`src/rtl/rv32i_dmem_if_pkg.sv`:
```
// -----------------------------------------------------------------------------
// rv32i_dmem_if_pkg
// Shared definitions for the RV32I data-memory interface stage:
//   - load FSM state encoding
//   - write-buffer entry layout (30b word address, 4b byte enables, 32b data)
//   - helper to rebuild a byte address from a word address
// No ports; imported by the interface, the write buffer and the top level.
// -----------------------------------------------------------------------------
package rv32i_dmem_if_pkg;

    localparam int WORD_ADDR_W = 30;
    localparam int BE_W        = 4;
    localparam int DATA_W      = 32;

    typedef enum logic [2:0] {
        IDLE    = 3'd0,
        DRAIN   = 3'd1,
        RD_REQ  = 3'd2,
        RD_WAIT = 3'd3,
        DONE    = 3'd4
    } state_t;

    // Packed MSB-first: word_addr occupies [65:36], be [35:32], data [31:0].
    typedef struct packed {
        logic [WORD_ADDR_W-1:0] word_addr;
        logic [BE_W-1:0]        be;
        logic [DATA_W-1:0]      data;
    } wbuf_entry_t;

    function automatic logic [31:0] byte_address(input logic [WORD_ADDR_W-1:0] word_addr);
        return {word_addr, 2'b00};
    endfunction

endpackage

```
`src/rtl/rv32i_dmem_if_if.sv`:
```
// -----------------------------------------------------------------------------
// rv32i_dmem_if_if
// Waitrequest/readdatavalid memory bus between the data-memory interface
// stage (master) and the memory (slave).
//   address       32  byte address, always word aligned
//   write          1  write strobe
//   writedata     32  write data
//   byteenable     4  byte lanes (all set on reads)
//   read           1  read strobe
//   readdata      32  read data
//   waitrequest    1  slave not accepting; master holds the command
//   readdatavalid  1  readdata valid this cycle
// -----------------------------------------------------------------------------
interface rv32i_dmem_if_if;

    logic [31:0] address;
    logic        write;
    logic [31:0] writedata;
    logic [3:0]  byteenable;
    logic        read;
    logic [31:0] readdata;
    logic        waitrequest;
    logic        readdatavalid;

    modport master (
        output address,
        output write,
        output writedata,
        output byteenable,
        output read,
        input  readdata,
        input  waitrequest,
        input  readdatavalid
    );

    modport slave (
        input  address,
        input  write,
        input  writedata,
        input  byteenable,
        input  read,
        output readdata,
        output waitrequest,
        output readdatavalid
    );

endinterface

```
`src/rtl/rv32i_dmem_if_wbuf.sv`:
```
// -----------------------------------------------------------------------------
// rv32i_dmem_if_wbuf
// Posted-write buffer: synchronous FIFO of WBUF_DEPTH store entries.
//   clk, reset   clock, asynchronous active-high reset (pointers only)
//   push         enqueue push_entry on this edge
//   push_entry   store entry {word_addr, be, data}
//   pop          dequeue the head on this edge
//   head         oldest entry (valid when !empty)
//   count        occupancy, 0..WBUF_DEPTH
//   empty, full  occupancy flags
// Pointers carry one extra wrap bit so full and empty are distinguishable
// without a separate counter.
// -----------------------------------------------------------------------------
module rv32i_dmem_if_wbuf
    import rv32i_dmem_if_pkg::*;
#(
    parameter int WBUF_DEPTH = 4
) (
    input  logic                          clk,
    input  logic                          reset,
    input  logic                          push,
    input  wbuf_entry_t                   push_entry,
    input  logic                          pop,
    output wbuf_entry_t                   head,
    output logic [$clog2(WBUF_DEPTH):0]   count,
    output logic                          empty,
    output logic                          full
);

    localparam int PTR_W = $clog2(WBUF_DEPTH);

    wbuf_entry_t      entries [WBUF_DEPTH];
    logic [PTR_W:0]   wr_ptr;
    logic [PTR_W:0]   rd_ptr;
    logic             do_push;
    logic             do_pop;

    assign do_push = push && !full;
    assign do_pop  = pop && !empty;

    assign count = wr_ptr - rd_ptr;
    assign empty = (count == '0);
    assign full  = (count == (PTR_W+1)'(WBUF_DEPTH));
    assign head  = entries[rd_ptr[PTR_W-1:0]];

    always_ff @(posedge clk or posedge reset) begin
        if (reset) begin
            wr_ptr <= '0;
            rd_ptr <= '0;
        end else begin
            if (do_push) begin
                wr_ptr <= wr_ptr + 1'b1;
            end
            if (do_pop) begin
                rd_ptr <= rd_ptr + 1'b1;
            end
        end
    end

    // Storage is pure data; stale contents are never read while empty.
    always_ff @(posedge clk) begin
        if (do_push) begin
            entries[wr_ptr[PTR_W-1:0]] <= push_entry;
        end
    end

    // Upstream must honour stall; a store into a full buffer would be lost.
    assert property (@(posedge clk) disable iff (reset) !(push && full));

endmodule

```
`src/rtl/rv32i_dmem_if.sv`:
```
// -----------------------------------------------------------------------------
// rv32i_dmem_if
// Data-memory interface stage downstream of the RV32I ALU. Stores are posted
// into a write buffer and drained onto the bus in the background; loads drain
// the buffer (keeping program order), issue a read and stall the pipeline
// until the data returns.
//   clk          system clock
//   reset        asynchronous active-high reset
//   load         load request, held until clr_load_op
//   store        one-cycle store pulse
//   addr         word-aligned access address ([1:0] ignored)
//   st_be        store byte enables
//   wr_data      lane-shifted store data
//   ld_data      raw load word
//   clr_load_op  load complete, ld_data valid this cycle
//   stall        pipeline stall
//   wbuf_empty   no buffered or in-flight write (FENCE support)
//   bus          memory bus master (rv32i_dmem_if_if.master)
// -----------------------------------------------------------------------------
module rv32i_dmem_if
    import rv32i_dmem_if_pkg::*;
#(
    parameter int WBUF_DEPTH = 4
) (
    input  logic                clk,
    input  logic                reset,
    input  logic                load,
    input  logic                store,
    input  logic [31:0]         addr,
    input  logic [3:0]          st_be,
    input  logic [31:0]         wr_data,
    output logic [31:0]         ld_data,
    output logic                clr_load_op,
    output logic                stall,
    output logic                wbuf_empty,
    rv32i_dmem_if_if.master     bus
);

    localparam int CNT_W = $clog2(WBUF_DEPTH) + 1;

    state_t                 state_q;
    state_t                 state_d;
    logic [WORD_ADDR_W-1:0] load_addr_q;

    wbuf_entry_t            push_entry;
    wbuf_entry_t            head;
    logic [CNT_W-1:0]       wb_count;
    logic                   wb_empty;
    logic                   wb_full;
    logic                   drain_active;
    logic                   wb_pop;
    logic                   wbuf_nearly_full;
    logic                   addr_lsb_unused;

    assign addr_lsb_unused = ^addr[1:0];

    assign push_entry = '{word_addr: addr[31:2], be: st_be, data: wr_data};

    rv32i_dmem_if_wbuf #(
        .WBUF_DEPTH (WBUF_DEPTH)
    ) u_wbuf (
        .clk        (clk),
        .reset      (reset),
        .push       (store),
        .push_entry (push_entry),
        .pop        (wb_pop),
        .head       (head),
        .count      (wb_count),
        .empty      (wb_empty),
        .full       (wb_full)
    );

    // Writes only drain while no read is being issued or awaited, which keeps
    // the two bus strobes mutually exclusive by construction.
    assign drain_active = ((state_q == IDLE) || (state_q == DRAIN)) && !wb_empty;
    assign wb_pop       = drain_active && !bus.waitrequest;

    // One slot is kept in reserve for a store already issued in the cycle
    // stall rises.
    assign wbuf_nearly_full = (wb_count >= CNT_W'(WBUF_DEPTH - 1));

    always_comb begin
        state_d = state_q;
        case (state_q)
            IDLE: begin
                if (load && !clr_load_op) begin
                    // A store coinciding with the load start is pushed this
                    // edge, so it must drain before the read is issued.
                    if (wb_empty && !store) begin
                        state_d = RD_REQ;
                    end else begin
                        state_d = DRAIN;
                    end
                end
            end
            DRAIN: begin
                if (wb_empty) begin
                    state_d = RD_REQ;
                end
            end
            RD_REQ: begin
                if (!bus.waitrequest) begin
                    state_d = RD_WAIT;
                end
            end
            RD_WAIT: begin
                if (bus.readdatavalid) begin
                    state_d = DONE;
                end
            end
            DONE: begin
                state_d = IDLE;
            end
            default: begin
                state_d = IDLE;
            end
        endcase
    end

    always_comb begin
        bus.write      = 1'b0;
        bus.read       = 1'b0;
        bus.address    = '0;
        bus.writedata  = '0;
        bus.byteenable = '0;
        clr_load_op    = (state_q == DONE);
        stall          = wbuf_nearly_full;
        wbuf_empty     = wb_empty && !drain_active;

        if (state_q == RD_REQ) begin
            bus.read       = 1'b1;
            bus.address    = byte_address(load_addr_q);
            bus.byteenable = 4'b1111;
        end else if (drain_active) begin
            bus.write      = 1'b1;
            bus.address    = byte_address(head.word_addr);
            bus.writedata  = head.data;
            bus.byteenable = head.be;
        end

        if (((state_q == IDLE) && load) ||
            (state_q == DRAIN) || (state_q == RD_REQ) || (state_q == RD_WAIT)) begin
            stall = 1'b1;
        end
    end

    always_ff @(posedge clk or posedge reset) begin
        if (reset) begin
            state_q <= IDLE;
            ld_data <= '0;
        end else begin
            state_q <= state_d;
            // Data returning in any other state belongs to an abandoned access.
            if ((state_q == RD_WAIT) && bus.readdatavalid) begin
                ld_data <= bus.readdata;
            end
        end
    end

    // Load address is captured as the FSM leaves IDLE and held for the read.
    always_ff @(posedge clk) begin
        if ((state_q == IDLE) && (state_d != IDLE)) begin
            load_addr_q <= addr[31:2];
        end
    end

endmodule

```
`src/flat_wrapper.sv`:
```
// flat-port wrapper written by rule: the top's interface ports become plain ports
module rv32i_dmem_if_flat import rv32i_dmem_if_pkg::*;
#(
    parameter int WBUF_DEPTH = 4
)
  (clk, reset, load, store, addr, st_be, wr_data, ld_data, clr_load_op, stall, wbuf_empty, bus_address, bus_write, bus_writedata, bus_byteenable, bus_read, bus_readdata, bus_waitrequest, bus_readdatavalid);
  rv32i_dmem_if_if bus_i ();
  input  logic clk;
  input  logic reset;
  input  logic load;
  input  logic store;
  input  logic [31:0] addr;
  input  logic [3:0] st_be;
  input  logic [31:0] wr_data;
  output logic [31:0] ld_data;
  output logic clr_load_op;
  output logic stall;
  output logic wbuf_empty;
  output wire logic [$bits(bus_i.address)-1:0] bus_address;
  output wire logic [$bits(bus_i.write)-1:0] bus_write;
  output wire logic [$bits(bus_i.writedata)-1:0] bus_writedata;
  output wire logic [$bits(bus_i.byteenable)-1:0] bus_byteenable;
  output wire logic [$bits(bus_i.read)-1:0] bus_read;
  input wire logic [$bits(bus_i.readdata)-1:0] bus_readdata;
  input wire logic [$bits(bus_i.waitrequest)-1:0] bus_waitrequest;
  input wire logic [$bits(bus_i.readdatavalid)-1:0] bus_readdatavalid;
  assign bus_address = bus_i.address;
  assign bus_write = bus_i.write;
  assign bus_writedata = bus_i.writedata;
  assign bus_byteenable = bus_i.byteenable;
  assign bus_read = bus_i.read;
  assign bus_i.readdata = bus_readdata;
  assign bus_i.waitrequest = bus_waitrequest;
  assign bus_i.readdatavalid = bus_readdatavalid;
  rv32i_dmem_if #(.WBUF_DEPTH(WBUF_DEPTH)) u_core (.clk(clk), .reset(reset), .load(load), .store(store), .addr(addr), .st_be(st_be), .wr_data(wr_data), .ld_data(ld_data), .clr_load_op(clr_load_op), .stall(stall), .wbuf_empty(wbuf_empty), .bus(bus_i));
endmodule
```
`config.mk`:
```
export PLATFORM = sky130hd
export DESIGN_NAME = rv32i_dmem_if_flat
export DESIGN_NICKNAME = d
export VERILOG_FILES = /design/src/rtl/rv32i_dmem_if_pkg.sv /design/src/rtl/rv32i_dmem_if_if.sv /design/src/rtl/rv32i_dmem_if_wbuf.sv /design/src/rtl/rv32i_dmem_if.sv /design/src/flat_wrapper.sv
export SDC_FILE = /design/constraint.sdc
export NUM_CORES = 1
export LEC_CHECK = 0
export BUFFER_PORTS_ARGS = -buffer_cell sky130_fd_sc_hd__buf_2
export CAP_MARGIN = 20
export CORE_ASPECT_RATIO = 0.75
export CORE_MARGIN = 2
export CORE_UTILIZATION = 55
export DETAILED_ROUTE_END_ITERATION = 7
export PLACE_DENSITY = 0.78
export SLEW_MARGIN = 5
export SYNTH_ARGS = -nofsm -noshare
export SYNTH_HDL_FRONTEND = slang
export SYNTH_SLANG_ARGS = --single-unit
```
`constraint.sdc`:
```
create_clock -name clk -period 11.1 [get_ports clk]
set_clock_uncertainty 0.1 [all_clocks]
set_input_delay 0.555 -clock clk [delete_from_list [all_inputs] [get_ports clk]]
set_output_delay 0.555 -clock clk [all_outputs]
set_load 0.01 [all_outputs]
```
==> flow_metrics.py <==
metrics = {
    "routing": {
        "vias": 6451,
        "vias_per_cell": 5.55,
        "drc": 0,
        "dr.pass1.iters": 4,
        "drtIter0Drc": 426,
        "wl_um": 24300,
        "ant_nets": 0,
        "wl_per_cell_um": 20.9,
    },
    "setup_path": {
        "crit_path_max_incr_delay_ns": 1.13,
        "path_class": "flop to primary output",
        "crit_path_cell_trace": "fa_1 -> xor3_2 -> o21ai_4 -> buf_4 -> o21ai_0 -> buf_2",
        "crit_required_ns": 10.45,
        "cp_max_fo": 69,
        "cp_slowest_cell": "dfrtp_4",
        "critical_path_arrival_ns": 4.15,
        "worstSetupEndpointType": "primary output",
        "worstSetupStartpointType": "flop",
        "crit_buf_inv": 2,
        "critical-path-top-delay-family": "flip-flops",
        "r2r_setup_slack_ns": 7.32,
    },
    "pwr": {
        "p_sw_share_pct": 33.1,
        "p_per_area_nw_per_um2": 308,
        "combinationalPowerShare_pct": 35.5,
        "p_switching_mw": 1.56,
        "p_leak_nw": 5.70,
        "pwr-share-clk_pct": 23.2,
        "peakVddDrop_mv": 0.205,
        "power.internal_mw": 3.15,
        "total_power_mw": 4.71,
        "seq_power_share_pct": 41.4,
    },
    "logic_synthesis": {
        "synth_edf_count": 294,
        "synth_cell_types": 35,
        "synth-main-ff-cell": "edfxtp_1",
        "yosys_register_bits": 335,
        "synthTopCellsByArea": "edfxtp_1 (68%), mux4_2 (12%), dfrtp_1 (8.0%)",
        "syn-cell-area_um2": 12900,
        "async_reset_ff_share_pct": 12.2,
        "yosysTopAreaCell": "edfxtp_1",
        "yosysSeqAreaShare_pct": 76.4,
        "syn_area_per_cell_um2": 20.8,
        "netlist.area_leader.share_pct": 68.5,
        "yosysWarnings": 0,
        "syn-instance-count": 620,
    },
    "placed_design": {
        "gp_congestion": 0.783,
        "hpwl_um": 14300,
        "place_worst_setup_slack_ns": 6.80,
        "dp_cells": 1103,
        "io_buffers": 206,
    },
    "grt": {
        "grt_pass1_wl_um": 37600,
        "antenna_found_initial": 3,
        "grt_max_degree": 70,
        "grt_pass1_vias": 6663,
        "overflow": 0,
        "grt_use_total_pct": 19.8,
    },
    "cts": {
        "clockBufferDepth": 3,
        "ctsResizeCount": 0,
        "insertion_delay_ns": 0.55,
        "cts-root-buf": "clkbuf_16",
        "htreeDepth": 1,
        "cts_buffers": 31,
        "cts.clk_slew.worst_paths_ns": 0.06,
        "hold_buffers": 0,
        "cts_sinks": 335,
        "cts_tree": "built",
        "cts_setup_buffers": 0,
    },
    "sta": {
        "tightest_slew_ns": 1.11,
        "finalCriticalPeriod_ns": 4.81,
        "slew_violations": 0,
        "rsz0062_at_grt": "false",
        "slew-limit-headroom_pct": 25.9,
        "setup_violations": 0,
        "fin_setup_tns_ns": 0,
        "fin_crit_sh_pct": 43.3,
        "max_freq_mhz": 208,
        "hold_violations": 0,
        "fin_ws_ns": 6.29,
    },
    "die": {
        "io_pins": 211,
        "fp.dieH_um": 137,
        "row_count": 48,
        "initial_core_util_pct": 56.1,
        "die-width_um": 181,
        "dieArea_um2": 24700,
        "core-area_um2": 23000,
    },
    "cells_and_area": {
        "layout-drive-gt1-share_pct": 43.1,
        "layout_commonest_cell": "edfxtp_1",
        "final_nets": 949,
        "utilization_pct": 66.5,
        "syn2layout_area_growth_pct": 18.6,
        "fin_cells": 1163,
        "final_cell_mix": "edfxtp_1 (294), buf_2 (206), mux4_2 (66)",
    },
    "min_path": {
        "hold_path.class": "input pin to async pin",
    },
    "run_status": {
        "status": "finished clean",
    },
    "job": {
        "maxCapViolations": 0,
    },
}
cell families (layout without fill, tap and decap cells):
kind of cell,Yosys count,in the layout,share of synthesized area (%)
xor+xnor,6,6,0.640
compound gates,41,41,2.59
other cells,1,4,0.0291
flops,335,335,76.4
fa+ha+maj,7,7,0.737
buf+inv,72,312,2.46
simple gates,58,58,2.64
mux,100,100,14.5
sequential cells by signal (all words and copies together), names as in the netlist:
name,count
u_core.u_wbuf.rd_ptr,3
u_core.u_wbuf.wr_ptr,3
u_core.u_wbuf.entries,264
u_core.ld_data,32
u_core.load_addr_q,30
u_core.state_q,3
per-layer routing:
layer  vias to the layer above  part of all wire [%]  global-route usage (%)
met3                        37                   8.6                    6.09
met4                         2                   1.6                    4.03
met5                         -                 0.045                       0
met1                      3275                    42                    26.9
li1                       2893                     -                       -
met2                       244                    48                    32.3
layout make-up:
| class | count | area [µm²] |
|---|---|---|
| Sequential cell | 335 | 9860 |
| Fill cell | 1500 | 7710 |
| Multi-Input combinational cell | 214 | 2760 |
| Timing Repair Buffer | 213 | 1080 |
| Clock buffer | 36 | 795 |
| Tap cell | 300 | 375 |
| Clock inverter | 22 | 262 |
| Inverter | 41 | 155 |
| Antenna cell | 2 | 5.00 |
stage by stage:
stage	instance area (µm²)	hold WS (ns)
after floorplan	12900	0.371
after global placement	14200	0.381
after detailed placement	14200	0.390
after CTS	15300	0.0173
after global routing	15300	0.0527
final	15300	0.0244
power by group through the flow:
| stage | clock network (mW) | registers [mW] | logic [mW] |
|---|---|---|---|
| after floorplan | 0 | 1.89 | 1.13 |
| after global placement | 0 | 1.95 | 1.66 |
| after detailed placement | 0 | 1.98 | 1.69 |
| after CTS | 1.11 | 1.95 | 1.70 |
| after global routing | 1.16 | 1.99 | 1.83 |
| final | 1.09 | 1.95 | 1.67 |
worst paths after layout:
check	start	to	cells after the start
worst max-delay path	u_core.u_wbuf.rd_ptr[1]	bus_byteenable[2]	6
worst min-delay path	reset	u_core.ld_data[14]	3
worst max register to register	u_core.u_wbuf.rd_ptr[1]	u_core.u_wbuf.entries[3][24]	5
worst min register to register	u_core.ld_data[7]	u_core.ld_data[7]	1
max in group asynchronous	reset	u_core.u_wbuf.rd_ptr[0]	3
min in group clk	wr_data[1]	u_core.u_wbuf.entries[2][1]	1
worst register-to-register path: cells and delay by family, from the launching register on:
kind / cells / cell delay, ns
adders and majority gates: 1 / 0.61
AOI/OAI and AO/OA: 1 / 0.21
buffers and inverters: 2 / 1.09
and+or+nand+nor: 1 / 0.27
DFF: 1 / 1.13
cell usage after synthesis (all sizes together) (3+ instances only):
| cell | number |
|---|---|
| mux4 | 66 |
| dfrtp | 41 |
| nor2b | 34 |
| and3 | 3 |
| inv | 41 |
| nor2 | 3 |
| nand2 | 6 |
| o21ai | 7 |
| edfxtp | 294 |
| buf | 21 |
| o2bb2ai | 30 |
| mux2 | 34 |
| clkbuf | 10 |
| xnor2 | 4 |
| ha | 6 |
No activity file was read; power rests on OpenSTA's default activity.
